<file path="config.mk">
export PLATFORM = sky130hd
export DESIGN_NAME = hazard_tracker_flat
export DESIGN_NICKNAME = d
export VERILOG_FILES = /design/src/rtl/hazard_tracker_pkg.sv /design/src/rtl/hazard_tracker_if.sv /design/src/rtl/hazard_tracker_sat_counter.sv /design/src/rtl/hazard_tracker.sv /design/src/flat_wrapper.sv
export SDC_FILE = /design/constraint.sdc
export NUM_CORES = 1
export LEC_CHECK = 0
export ABC_CLOCK_PERIOD_IN_PS = 2000
export CAP_MARGIN = 20
export CORE_MARGIN = 5
export CORE_UTILIZATION = 62
export DETAILED_ROUTE_END_ITERATION = 12
export DONT_BUFFER_PORTS = 1
export PLACE_DENSITY = 0.78
export SYNTH_ARGS = -nofsm -noshare
export SYNTH_HDL_FRONTEND = slang
export SYNTH_SLANG_ARGS = --single-unit
</file>
<file path="constraint.sdc">
create_clock -name clk_i -period 2 [get_ports clk_i]
set_input_delay 0.4 -clock clk_i [delete_from_list [all_inputs] [get_ports clk_i]]
set_output_delay 0.4 -clock clk_i [all_outputs]
set_load 0.05 [all_outputs]
</file>
<file path="src/rtl/hazard_tracker_pkg.sv">
// Shared definitions for the hazard tracker, forwarding unit and register file.
// Holds the default register width, the $0 index and the per-edge pipeline action.
package hazard_tracker_pkg;

  localparam int REG_W_DEF = 5;
  localparam int CNT_W_DEF = 16;

  // Register $0 is hard-wired; a write to it is never tracked as a real write.
  localparam logic [REG_W_DEF-1:0] REG_ZERO = '0;

  // A bubble is an all-zero stage entry: no write, no load, all register IDs 0.
  typedef enum logic [1:0] {
    OP_ADVANCE = 2'd0,
    OP_FLUSH   = 2'd1,
    OP_LOADUSE = 2'd2,
    OP_FREEZE  = 2'd3
  } stage_op_e;

endpackage

</file>
<file path="src/rtl/hazard_tracker_if.sv">
// Bus between the decode stage / forwarding unit and the hazard tracker.
// slave = tracker side, master = pipeline side driving the ID-stage fields.
interface hazard_tracker_if #(
  parameter int REG_W = 5,
  parameter int CNT_W = 16
);
  logic [REG_W-1:0] IFID_RegRS_i;
  logic [REG_W-1:0] IFID_RegRT_i;
  logic [REG_W-1:0] ID_RegDst_i;
  logic             ID_RegWrite_i;
  logic             ID_MemRead_i;
  logic             Flush_i;
  logic             MemStall_i;
  logic [REG_W-1:0] IDEX_RegRS_o;
  logic [REG_W-1:0] IDEX_RegRT_o;
  logic             EXMEM_RegWrite_o;
  logic [REG_W-1:0] EXMEM_RegRD_o;
  logic             MEMWB_RegWrite_o;
  logic [REG_W-1:0] MEMWB_RegRD_o;
  logic             Stall_o;
  logic [CNT_W-1:0] LoadUseCnt_o;
  logic [CNT_W-1:0] MemStallCnt_o;

  modport slave (
    input  IFID_RegRS_i, IFID_RegRT_i, ID_RegDst_i, ID_RegWrite_i, ID_MemRead_i,
           Flush_i, MemStall_i,
    output IDEX_RegRS_o, IDEX_RegRT_o, EXMEM_RegWrite_o, EXMEM_RegRD_o,
           MEMWB_RegWrite_o, MEMWB_RegRD_o, Stall_o, LoadUseCnt_o, MemStallCnt_o
  );

  modport master (
    output IFID_RegRS_i, IFID_RegRT_i, ID_RegDst_i, ID_RegWrite_i, ID_MemRead_i,
           Flush_i, MemStall_i,
    input  IDEX_RegRS_o, IDEX_RegRT_o, EXMEM_RegWrite_o, EXMEM_RegRD_o,
           MEMWB_RegWrite_o, MEMWB_RegRD_o, Stall_o, LoadUseCnt_o, MemStallCnt_o
  );
endinterface

</file>
<file path="src/rtl/hazard_tracker_sat_counter.sv">
// Event counter that sticks at all-ones instead of wrapping.
module sat_counter #(
  parameter int W = 16
) (
  input  logic         clk_i,
  input  logic         rst_i,
  input  logic         inc_i,
  output logic [W-1:0] cnt_o
);
  logic [W-1:0] r_cnt;

  always_ff @(posedge clk_i or negedge rst_i) begin
    if (!rst_i) begin
      r_cnt <= '0;
    end else if (inc_i && (r_cnt != '1)) begin
      r_cnt <= r_cnt + 1'b1;
    end
  end

  assign cnt_o = r_cnt;
endmodule

</file>
<file path="src/rtl/hazard_tracker.sv">
// Carries destination-register info through ID/EX, EX/MEM, MEM/WB for the forwarding
// unit, detects load-use hazards, inserts bubbles and counts stall cycles.
module hazard_tracker
  import hazard_tracker_pkg::*;
#(
  parameter int REG_W = REG_W_DEF,
  parameter int CNT_W = CNT_W_DEF
) (
  input logic             clk_i,
  input logic             rst_i,
  hazard_tracker_if.slave bus
);
  localparam logic [REG_W-1:0] W_ZERO = REG_W'(REG_ZERO);

  logic             r_idex_we;
  logic             r_idex_mr;
  logic [REG_W-1:0] r_idex_rd;
  logic [REG_W-1:0] r_idex_rs;
  logic [REG_W-1:0] r_idex_rt;
  logic             r_exmem_we;
  logic [REG_W-1:0] r_exmem_rd;
  logic             r_memwb_we;
  logic [REG_W-1:0] r_memwb_rd;

  logic             w_load_use;
  stage_op_e        w_op;
  logic [CNT_W-1:0] w_lu_cnt;
  logic [CNT_W-1:0] w_ms_cnt;

  assign w_load_use = r_idex_mr && (r_idex_rd != W_ZERO) &&
                      ((r_idex_rd == bus.IFID_RegRS_i) || (r_idex_rd == bus.IFID_RegRT_i));

  // Priority: memory freeze beats flush, flush beats load-use.
  always_comb begin
    w_op = OP_ADVANCE;
    if (bus.MemStall_i)   w_op = OP_FREEZE;
    else if (bus.Flush_i) w_op = OP_FLUSH;
    else if (w_load_use)  w_op = OP_LOADUSE;
  end

  always_ff @(posedge clk_i or negedge rst_i) begin
    if (!rst_i) begin
      r_idex_we  <= 1'b0;
      r_idex_mr  <= 1'b0;
      r_idex_rd  <= '0;
      r_idex_rs  <= '0;
      r_idex_rt  <= '0;
      r_exmem_we <= 1'b0;
      r_exmem_rd <= '0;
      r_memwb_we <= 1'b0;
      r_memwb_rd <= '0;
    end else if (w_op != OP_FREEZE) begin
      r_exmem_we <= r_idex_we;
      r_exmem_rd <= r_idex_rd;
      r_memwb_we <= r_exmem_we;
      r_memwb_rd <= r_exmem_rd;
      if (w_op == OP_ADVANCE) begin
        r_idex_we <= bus.ID_RegWrite_i && (bus.ID_RegDst_i != W_ZERO);
        r_idex_mr <= bus.ID_MemRead_i;
        r_idex_rd <= bus.ID_RegDst_i;
        r_idex_rs <= bus.IFID_RegRS_i;
        r_idex_rt <= bus.IFID_RegRT_i;
      end else begin
        r_idex_we <= 1'b0;
        r_idex_mr <= 1'b0;
        r_idex_rd <= '0;
        r_idex_rs <= '0;
        r_idex_rt <= '0;
      end
    end
  end

  sat_counter #(.W(CNT_W)) u_lu_cnt (
    .clk_i (clk_i),
    .rst_i (rst_i),
    .inc_i (w_op == OP_LOADUSE),
    .cnt_o (w_lu_cnt)
  );

  sat_counter #(.W(CNT_W)) u_ms_cnt (
    .clk_i (clk_i),
    .rst_i (rst_i),
    .inc_i (w_op == OP_FREEZE),
    .cnt_o (w_ms_cnt)
  );

  assign bus.IDEX_RegRS_o     = r_idex_rs;
  assign bus.IDEX_RegRT_o     = r_idex_rt;
  assign bus.EXMEM_RegWrite_o = r_exmem_we;
  assign bus.EXMEM_RegRD_o    = r_exmem_rd;
  assign bus.MEMWB_RegWrite_o = r_memwb_we;
  assign bus.MEMWB_RegRD_o    = r_memwb_rd;
  assign bus.Stall_o          = bus.MemStall_i | (w_load_use & ~bus.Flush_i);
  assign bus.LoadUseCnt_o     = w_lu_cnt;
  assign bus.MemStallCnt_o    = w_ms_cnt;
endmodule

</file>
<file path="src/flat_wrapper.sv">
// flat-port wrapper written by rule: the top's interface ports become plain ports
module hazard_tracker_flat import hazard_tracker_pkg::*;
#(
  parameter int REG_W = REG_W_DEF,
  parameter int CNT_W = CNT_W_DEF
)
  (clk_i, rst_i, bus_IFID_RegRS_i, bus_IFID_RegRT_i, bus_ID_RegDst_i, bus_ID_RegWrite_i, bus_ID_MemRead_i, bus_Flush_i, bus_MemStall_i, bus_IDEX_RegRS_o, bus_IDEX_RegRT_o, bus_EXMEM_RegWrite_o, bus_EXMEM_RegRD_o, bus_MEMWB_RegWrite_o, bus_MEMWB_RegRD_o, bus_Stall_o, bus_LoadUseCnt_o, bus_MemStallCnt_o);
  hazard_tracker_if #(.REG_W(REG_W), .CNT_W(CNT_W)) bus_i ();
  input logic clk_i;
  input logic rst_i;
  input wire logic [$bits(bus_i.IFID_RegRS_i)-1:0] bus_IFID_RegRS_i;
  input wire logic [$bits(bus_i.IFID_RegRT_i)-1:0] bus_IFID_RegRT_i;
  input wire logic [$bits(bus_i.ID_RegDst_i)-1:0] bus_ID_RegDst_i;
  input wire logic [$bits(bus_i.ID_RegWrite_i)-1:0] bus_ID_RegWrite_i;
  input wire logic [$bits(bus_i.ID_MemRead_i)-1:0] bus_ID_MemRead_i;
  input wire logic [$bits(bus_i.Flush_i)-1:0] bus_Flush_i;
  input wire logic [$bits(bus_i.MemStall_i)-1:0] bus_MemStall_i;
  output wire logic [$bits(bus_i.IDEX_RegRS_o)-1:0] bus_IDEX_RegRS_o;
  output wire logic [$bits(bus_i.IDEX_RegRT_o)-1:0] bus_IDEX_RegRT_o;
  output wire logic [$bits(bus_i.EXMEM_RegWrite_o)-1:0] bus_EXMEM_RegWrite_o;
  output wire logic [$bits(bus_i.EXMEM_RegRD_o)-1:0] bus_EXMEM_RegRD_o;
  output wire logic [$bits(bus_i.MEMWB_RegWrite_o)-1:0] bus_MEMWB_RegWrite_o;
  output wire logic [$bits(bus_i.MEMWB_RegRD_o)-1:0] bus_MEMWB_RegRD_o;
  output wire logic [$bits(bus_i.Stall_o)-1:0] bus_Stall_o;
  output wire logic [$bits(bus_i.LoadUseCnt_o)-1:0] bus_LoadUseCnt_o;
  output wire logic [$bits(bus_i.MemStallCnt_o)-1:0] bus_MemStallCnt_o;
  assign bus_i.IFID_RegRS_i = bus_IFID_RegRS_i;
  assign bus_i.IFID_RegRT_i = bus_IFID_RegRT_i;
  assign bus_i.ID_RegDst_i = bus_ID_RegDst_i;
  assign bus_i.ID_RegWrite_i = bus_ID_RegWrite_i;
  assign bus_i.ID_MemRead_i = bus_ID_MemRead_i;
  assign bus_i.Flush_i = bus_Flush_i;
  assign bus_i.MemStall_i = bus_MemStall_i;
  assign bus_IDEX_RegRS_o = bus_i.IDEX_RegRS_o;
  assign bus_IDEX_RegRT_o = bus_i.IDEX_RegRT_o;
  assign bus_EXMEM_RegWrite_o = bus_i.EXMEM_RegWrite_o;
  assign bus_EXMEM_RegRD_o = bus_i.EXMEM_RegRD_o;
  assign bus_MEMWB_RegWrite_o = bus_i.MEMWB_RegWrite_o;
  assign bus_MEMWB_RegRD_o = bus_i.MEMWB_RegRD_o;
  assign bus_Stall_o = bus_i.Stall_o;
  assign bus_LoadUseCnt_o = bus_i.LoadUseCnt_o;
  assign bus_MemStallCnt_o = bus_i.MemStallCnt_o;
  hazard_tracker #(.REG_W(REG_W), .CNT_W(CNT_W)) u_core (.clk_i(clk_i), .rst_i(rst_i), .bus(bus_i));
endmodule
</file>
## Yosys cells after proc, flatten, opt, wreduce, memory -nomap -nowiden

Cells that the tools add are included.

- Register bits after elaboration: 61
- Bits of input ports: 21
- Output and inout port bits: 55

- Add/subtract/negate cells: 2
- Equal/unequal tests: 7
- Muxes and demuxes: 8
- Bitwise operators: 3
- Reduce and logical (&&, ||, !) cells: 9

Operator list:

| kind | number |
|---|---|
| 16-bit by 1-bit adder with 16-bit output, second input constant | 2 |
| 16-bit != test, second input constant | 2 |
| 5-bit 2-to-1 mux | 3 |
| 5-bit == test | 2 |
| 5-bit nonzero test | 2 |
| 2-bit 2-to-1 mux | 3 |
| 1-bit logical AND | 5 |
| 2-bit == test, second input constant | 2 |
| 2-bit logical NOT | 1 |
| 1-bit 2-to-1 mux | 2 |
| 2-bit != test, second input constant | 1 |
| 1-bit bitwise AND | 1 |
| 1-bit logical OR | 1 |
| 1-bit inverter | 1 |
| 1-bit OR | 1 |

## Logic depth before layout (Yosys ltp)

Gate-level depths: netlist of the first run.

- Depth in word-level cells: 8
- Gate-level depth with buffers: 7
- Mapped depth without buffers: 6

## Cells and area by module

Synthesis of the first run repeated with hierarchy kept, for this count alone.

- Cells, all modules: 270
- Area, all modules: 3126.7 um^2

By module, submodules not included:

| module | times used | cells each | area each (um^2) | sequential area each (um^2) |
|---|---|---|---|---|
| sat_counter | 2 | 72 | 859.6 | 400.4 |
| hazard_tracker | 1 | 126 | 1407.6 | 725.7 |

## Worst setup path after synthesis of the first run

No wires, ideal clock.

- Path kind: register to output
- Start point: reg u_core.r_idex_rd[4]
- End point: out bus_Stall_o
- Arrival time: 2.035 ns
- Required time: 1.600 ns
- Slack: -0.435 ns
- Cell stages (with the launch flop): 7
- Path buffers: 1
- Cells stage by stage: dfrtp_1 > xnor2_1 > nand3_1 > o22ai_2 > buf_2 > nand2_1 > o21bai_1

- Cells in the longest elaborated chain, start to end: 5

RTL lines:

| what | RTL line | RTL |
|---|---|---|
| start, declared | hazard_tracker.sv:17 | `logic [REG_W-1:0] r_idex_rd;` |
| start signal, assigned | hazard_tracker.sv:60 | `r_idex_rd <= bus.ID_RegDst_i;` |
| 5-bit == test / 5-bit nonzero test (equally long branches) | hazard_tracker.sv:31, hazard_tracker.sv:30 |  |
| 1-bit logical OR / 1-bit logical AND (equally long branches) | hazard_tracker.sv:31, hazard_tracker.sv:30 |  |
| 1-bit logical AND * | hazard_tracker.sv:30 | `assign w_load_use = r_idex_mr && (r_idex_rd != W_ZERO) &&` |
| 1-bit bitwise AND * | hazard_tracker.sv:93 | `assign bus.Stall_o = bus.MemStall_i \| (w_load_use & ~bus.Flush_i);` |
| 1-bit OR * | hazard_tracker.sv:93 |  |
| end, declared | flat_wrapper.sv:24 | `output wire logic [$bits(bus_i.Stall_o)-1:0] bus_Stall_o;` |

Every way passes the cells marked *; elsewhere a longest branch is shown, timed or not.

## Final worst setup path of the first run

Ends and elaborated chain as after synthesis.

==> flow_summary.toml, run 1 <==
[drt]
routed_wl_um = 6530
post_drt_wl_per_cell_um = 19.0
viasPerCell = 5.91
detail_route.first_pass.iterations = 4
drt_iter0_markers = 163
drc = 0
num_vias = 2033
antenna_left = 0

[placement]
postPlaceCellArea_mm2 = 0.00318
place_inst = 324
place.gp.congestion = 0.868
port_buffers = 0
post-dp-hpwl_um = 4480

[timing]
maxSlewHeadroom_pct = 65.3
finalSetupViolations = 1
maxSlewViolCount = 0
clock_skew_ns = 0.00896
hold_viol = 0
max_freq_ghz = 0.452
grt_setup_unrepaired = "true"
fin_ws_ns = -0.211
worst_pin_slew_ns = 0.521
post-route-min-period_ns = 2.21
finalCritPeriodShare_pct = 111

[floorplan]
core_area_mm2 = 0.00435
die_w_um = 77.1
pin_count = 76
rows = 24
die_h_um = 77.1
start_util_pct = 64.1
die-area_mm2 = 0.00594

[power]
powerDensity_mw_per_mm2 = 984
switching_share_pct = 35.7
leakagePower_nw = 1.58
p_clk_share_pct = 28.4
power_mw = 3.40
seqPwrFrac_pct = 48.3
power.net_switching_mw = 1.21
intPower_mw = 2.19
pwr-share-comb_pct = 23.3
peakVddDrop_mv = 0.770

[logic_synthesis]
ys_seq_elements = 61
yosysWarnings = 0
ys.flop_type = "dfrtp_1"
synth_top_area_share_pct = 54.7
syn_avg_cell_area_um2 = 11.8
netlist.top_cell.by_area = "dfrtp_1"
async_flop_share_pct = 100
yosysUniqueCellTypes = 32
yosysSeqAreaShare_pct = 54.7
synth_area_mm2 = 0.00279
synthesis.nets = 259
synthTopCellsByArea = "dfrtp_1, xnor2_1, mux2_2"
synth_edf_count = 0
syn_inst = 236

[finish]
drive_above_1_share_pct = 35.6
final_cell_area_mm2 = 0.00345
synthToLayoutAreaGrowth_pct = 23.7
fin_cells = 344
nets = 310
multiInputGateArea_mm2 = 0.00126
final-seq-area_mm2 = 0.00153
n_fill_cell = 273
antennaDiodeCount = 0
fin_util_pct = 79.3

[grt]
grtUsageTotal_pct = 23.2
grt_pass1_wl_um = 11000
grt_antenna_before_repair = 0
grt_pass1_vias = 2172
grt_overflow = 0
grt_max_degree = 62

[setup_path]
worstPathArrival_ns = 1.81
cp_max_fo = 4
worstReg2RegStart = "u_core.r_idex_rd[4]$_DFFE_PN0P_"
reg2reg_depth = 8
r2r_setup_slack_ns = 0.09
start_kind = "register"
path_class = "reg2out"
cp.required_ns = 1.60
crit_path_end_kind = "output pin"
rr_endpoint = "u_core.r_idex_we$_DFFE_PN0P_"

[clock_network]
clkLatencyLatePin_ns = 0.34
clk_pin_slew_ns = 0.07
cts_tree = "yes"
clock_sinks = 61
htree_levels = 3
root_buffer = "clkbuf_8"
clock_path_buffers = 2
cts_made_buffers = 9

[worst_hold_path]
whs_path_depth = 1
hold_class = "in2reg"
min_from = "bus_ID_RegDst_i[4]"
hold_path_end = "u_core.r_idex_rd[4]$_DFFE_PN0P_"

[status]
failed_checks = "setup timing"
status = "finished, violations left"

[flow_run]
maxCapViolCount = 0
-- worst max-delay path by stage --
stage	slack [ns]	from	end
after floorplan	-0.03	u_core.r_idex_rd[4]$_DFFE_PN0P_	bus_Stall_o
after detailed placement	0.07	u_core.r_idex_rd[0]$_DFFE_PN0P_	bus_Stall_o
after global routing	-0.28	u_core.r_idex_rd[4]$_DFFE_PN0P_	bus_Stall_o
after CTS	-0.17	u_core.r_idex_rd[0]$_DFFE_PN0P_	bus_Stall_o
final	-0.21	u_core.r_idex_rd[4]$_DFFE_PN0P_	bus_Stall_o
after global placement	0.11	u_core.r_idex_rd[0]$_DFFE_PN0P_	bus_Stall_o
-- power by group through the flow --
stage	logic, mW	registers [mW]	clock network [mW]
6_report	0.792	1.64	0.965
5_1_grt	0.844	1.66	1.06
3_5_place_dp	0.738	1.66	0
4_1_cts	0.788	1.64	0.981
3_3_place_gp	0.723	1.65	0
2_1_floorplan	0.252	1.93	0
-- Yosys cell counts (4+ instances only) --
library cell / number
dfrtp_1: 61
nor2_1: 11
nor4_1: 4
xnor2_1: 33
nand4_1: 11
nand2_1: 12
a22o_1: 6
clkbuf_1: 5
inv_1: 4
a22o_2: 10
mux2_2: 15
nor3_1: 5
and3_1: 7
xor2_1: 6
nand3_1: 18
-- logic make-up (layout without fill, tap and decap cells) --
| group | count (synthesis) | after routing | share of synthesized area, % |
|---|---|---|---|
| buffers and inverters | 13 | 69 | 2.11 |
| multiplexers | 15 | 15 | 6.05 |
| AO/OA/AOI/OAI | 28 | 28 | 9.10 |
| AND/OR/NAND/NOR | 78 | 78 | 14.9 |
| flip-flops | 61 | 61 | 54.7 |
| adder cells (fa/ha/maj) | 2 | 2 | 0.897 |
| XOR/XNOR | 39 | 39 | 12.2 |
-- through the flow --
stage / setup TNS [ns] / hold slack, ns / setup slack (ns)
detailed placement: 0 / 0.106 / 0.0744
finish: -0.211 / 0.188 / -0.211
global route: -0.284 / 0.173 / -0.284
CTS: -0.172 / 0.178 / -0.172
global placement: 0 / 0.106 / 0.112
floorplan: -0.0303 / 0.104 / -0.0303
-- flip-flops by register name, summed over array words and instances, names as in the netlist --
register	flops
u_core.bus.IDEX_RegRS_o	5
u_core.bus.MEMWB_RegRD_o	5
u_core.bus.IDEX_RegRT_o	5
u_core.r_idex_mr	1
u_core.r_idex_we	1
u_core.u_lu_cnt.cnt_o	16
u_core.bus.MEMWB_RegWrite_o	1
u_core.bus.EXMEM_RegRD_o	5
u_core.bus.EXMEM_RegWrite_o	1
u_core.r_idex_rd	5
u_core.u_ms_cnt.cnt_o	16
-- critical path, cell delays in order (launching register included) --
cell and delay [ns]:
dfrtp_1 0.41, buf_6 0.15, xnor2_2 0.12, nand3_1 0.13, o22ai_2 0.25, nand2_2 0.10
o21bai_4 0.16, buf_12 0.15
-- metal layers --
metal	track usage (%)	vias up	part of all wire (%)
met5	0	-	0
met4	5.84	0	0.70
met3	9.48	7	8.5
met2	36.8	74	51
met1	29.6	999	40
li1	-	953	-
-- what timing repair did --
action	CTS	global route
resized for setup	3	6
hold buffers	2	0
endpoints found under the setup margin	1	24
hold endpoints to repair	61	0
pin swaps	2	8
setup buffers	3	0
-- final cells by class --
cell class	count	share of cell area, %
clock buffer	15	4.82
clock inverter	1	0.145
multi-input combinational	162	36.5
tap	52	1.88
timing repair buffer	48	11.7
inverter	5	0.544
sequential	61	44.4
-- cells in the final DEF (no fill, tap or decap), types with 2 or more instances in the layout --
cell	n
inv_1	4
nand2_1	11
buf_4	43
ha_1	2
dfrtp_2	6
nor3_1	5
and4_1	3
or2_2	3
xnor2_1	29
dfrtp_1	55
and3_1	7
nor4_1	4
clkbuf_8	11
buf_6	2
xnor2_2	4
nor2_1	11
a22o_2	10
clkbuf_1	4
o21ai_0	3
xor2_1	6
mux2_2	15
a22o_1	6
nand3_1	18
nand4b_1	2
o211ai_1	3
nand4_1	11
Power figures use the tool's default switching activity.
==> run 2: changes to the inputs <==
--- a/config.mk
+++ b/config.mk
@@ -8,10 +8,9 @@
 export ABC_CLOCK_PERIOD_IN_PS = 2000
 export CAP_MARGIN = 20
 export CORE_MARGIN = 5
-export CORE_UTILIZATION = 62
+export CORE_UTILIZATION = 45
 export DETAILED_ROUTE_END_ITERATION = 12
 export DONT_BUFFER_PORTS = 1
-export PLACE_DENSITY = 0.78
 export SYNTH_ARGS = -nofsm -noshare
 export SYNTH_HDL_FRONTEND = slang
 export SYNTH_SLANG_ARGS = --single-unit
==> run 2 against run 1 <==
- the flow still finishes with violations (setup timing)
- final area grew 4.0%
- non-clock buffer count grew 1
- routed wire length shrank 0.84%
- global-route usage shrank 5.3 points
- critical path type unchanged
- largest power group unchanged
- total power grew 8.1%
==> flow_summary.toml, run 2 (synthesis gave the netlist of run 1 again) <==
[floorplan]
die_w_um = 88.7
pin_count = 76
die_h_um = 88.7
die-area_mm2 = 0.00787
start_util_pct = 46.6
rows = 28
core_area_mm2 = 0.00599

[power]
pwr-share-comb_pct = 21.7
seqPwrFrac_pct = 44.5
powerDensity_mw_per_mm2 = 1020
p_clk_share_pct = 33.7
power.net_switching_mw = 1.23
leakagePower_nw = 1.63
peakVddDrop_mv = 0.571
intPower_mw = 2.44
switching_share_pct = 33.5

[clock_network]
clk_pin_slew_ns = 0.06
htree_levels = 3
root_buffer = "clkbuf_8"
cts_made_buffers = 9
clock_sinks = 61
clkLatencyLatePin_ns = 0.34
clock_path_buffers = 2
cts_tree = "yes"

[drt]
routed_wl_um = 6470
drt_iter0_markers = 64
drc = 0
detail_route.first_pass.iterations = 4
post_drt_wl_per_cell_um = 17.6
num_vias = 2045
viasPerCell = 5.56
antenna_left = 0

[grt]
grt_overflow = 0
met1_usage_pct = 22.8
grt_pass1_wl_um = 10500
grt_max_degree = 62
grt_antenna_before_repair = 0
grtUsageMet3_pct = 7.36
top_usage_layer = "met2"
grtUsageTotal_pct = 17.9
grt_pass1_vias = 2116
grtUsageMet2_pct = 25.6

[finish]
synthToLayoutAreaGrowth_pct = 28.6
final-seq-area_mm2 = 0.00154
drive_above_1_share_pct = 38.6
multiInputGateArea_mm2 = 0.00129
n_fill_cell = 515
fin_util_pct = 59.9
final_cell_mix = "dfrtp_1, buf_4, xnor2_1"
final_common_cell = "dfrtp_1"
nets = 311
antennaDiodeCount = 0

[placement]
place.gp.congestion = 0.780
post-dp-hpwl_um = 4520
port_buffers = 0

[timing]
worst_pin_slew_ns = 0.603
grt_setup_unrepaired = "true"
max_freq_ghz = 0.466
finalCritPeriodShare_pct = 107
hold_viol = 0
fin_ws_ns = -0.145
totalNegativeSetupSlack_ns = -0.433
clock_skew_ns = 0.00834
maxSlewViolCount = 0
maxSlewHeadroom_pct = 59.4
finalSetupViolations = 11
holdWs_ns = 0.184
post-route-min-period_ns = 2.14

[setup_path]
crit_path_end_kind = "output pin"
path_class = "reg2out"
cp_max_fo = 2
crit_start = "u_core.r_idex_rd[0]$_DFFE_PN0P_"
worstPathArrival_ns = 1.74
start_kind = "register"
cp.required_ns = 1.60
worstReg2RegStart = "u_core.r_idex_rd[0]$_DFFE_PN0P_"

[status]
status = "finished, violations left"
failed_checks = "setup timing"

[worst_hold_path]
hold_class = "in2reg"
min_from = "bus_ID_RegDst_i[1]"

[flow_run]
maxCapViolCount = 0
-- run 2: worst max-delay path, stage by stage (launching register included) --
cell,delay [ns]
dfrtp_1,0.38
or4_4,0.54
o21ai_4,0.14
inv_2,0.06
nand2_4,0.07
o21bai_4,0.06
buf_12,0.15
-- run 2: layer usage --
layer / share of wire [%] / up-vias
met1: 43 / 1003
li1: - / 959
met5: 0 / -
met3: 8.5 / 15
met2: 46 / 68
met4: 2.4 / 0
-- run 2: area by class of cell --
cell class	instances	share of cell area, %
sequential	61	42.8
multi-input combinational	162	35.9
timing repair buffer	49	11.9
clock buffer	12	4.32
tap	75	2.62
clock inverter	4	1.95
inverter	5	0.523
-- run 2: power by group through the flow --
stage	sequential (mW)	combinational [mW]	clock, mW
6_report	1.63	0.798	1.24
5_1_grt	1.66	0.854	1.32
4_1_cts	1.64	0.788	1.27
3_5_place_dp	1.66	0.736	0
3_3_place_gp	1.65	0.725	0
2_1_floorplan	1.93	0.252	0
-- run 2: what timing repair did --
action,in CTS,in global routing
hold endpoints to repair,61,0
gates resized for setup,6,14
hold buffers,2,0
cloned,0,1
setup buffers,4,1
endpoints found under the setup margin,1,16
pin swaps,2,8
-- run 2: path summary, 6_finish.rpt --
path / endpoint / slack [ns] / depth (start not counted)
max: bus_Stall_o / -0.14 / 6
min: u_core.r_idex_rd[1]$_DFFE_PN0P_ / 0.18 / 1
max reg2reg: u_core.u_lu_cnt.cnt_o[1]$_DFFE_PN0P_ / -0.09 / 9
min reg2reg: u_core.r_idex_we$_DFFE_PN0P_ / 0.51 / 1
max in group asynchronous: u_core.r_idex_rd[4]$_DFFE_PN0P_ / 1.15 / 2
min in group asynchronous: u_core.u_ms_cnt.cnt_o[9]$_DFFE_PN0P_ / 0.58 / 2
-- run 2: per-stage QoR --
stage          power (mW)  cells  cell area [um^2]  setup slack, ns
2_1_floorplan        2.18    236              2810          -0.0303
3_3_place_gp         2.38    345              3200            0.149
3_5_place_dp         2.39    345              3200            0.149
4_1_cts              3.69    367              3520           -0.185
5_1_grt              3.83    368              3590           -0.232
6_report             3.67    368              3590           -0.145
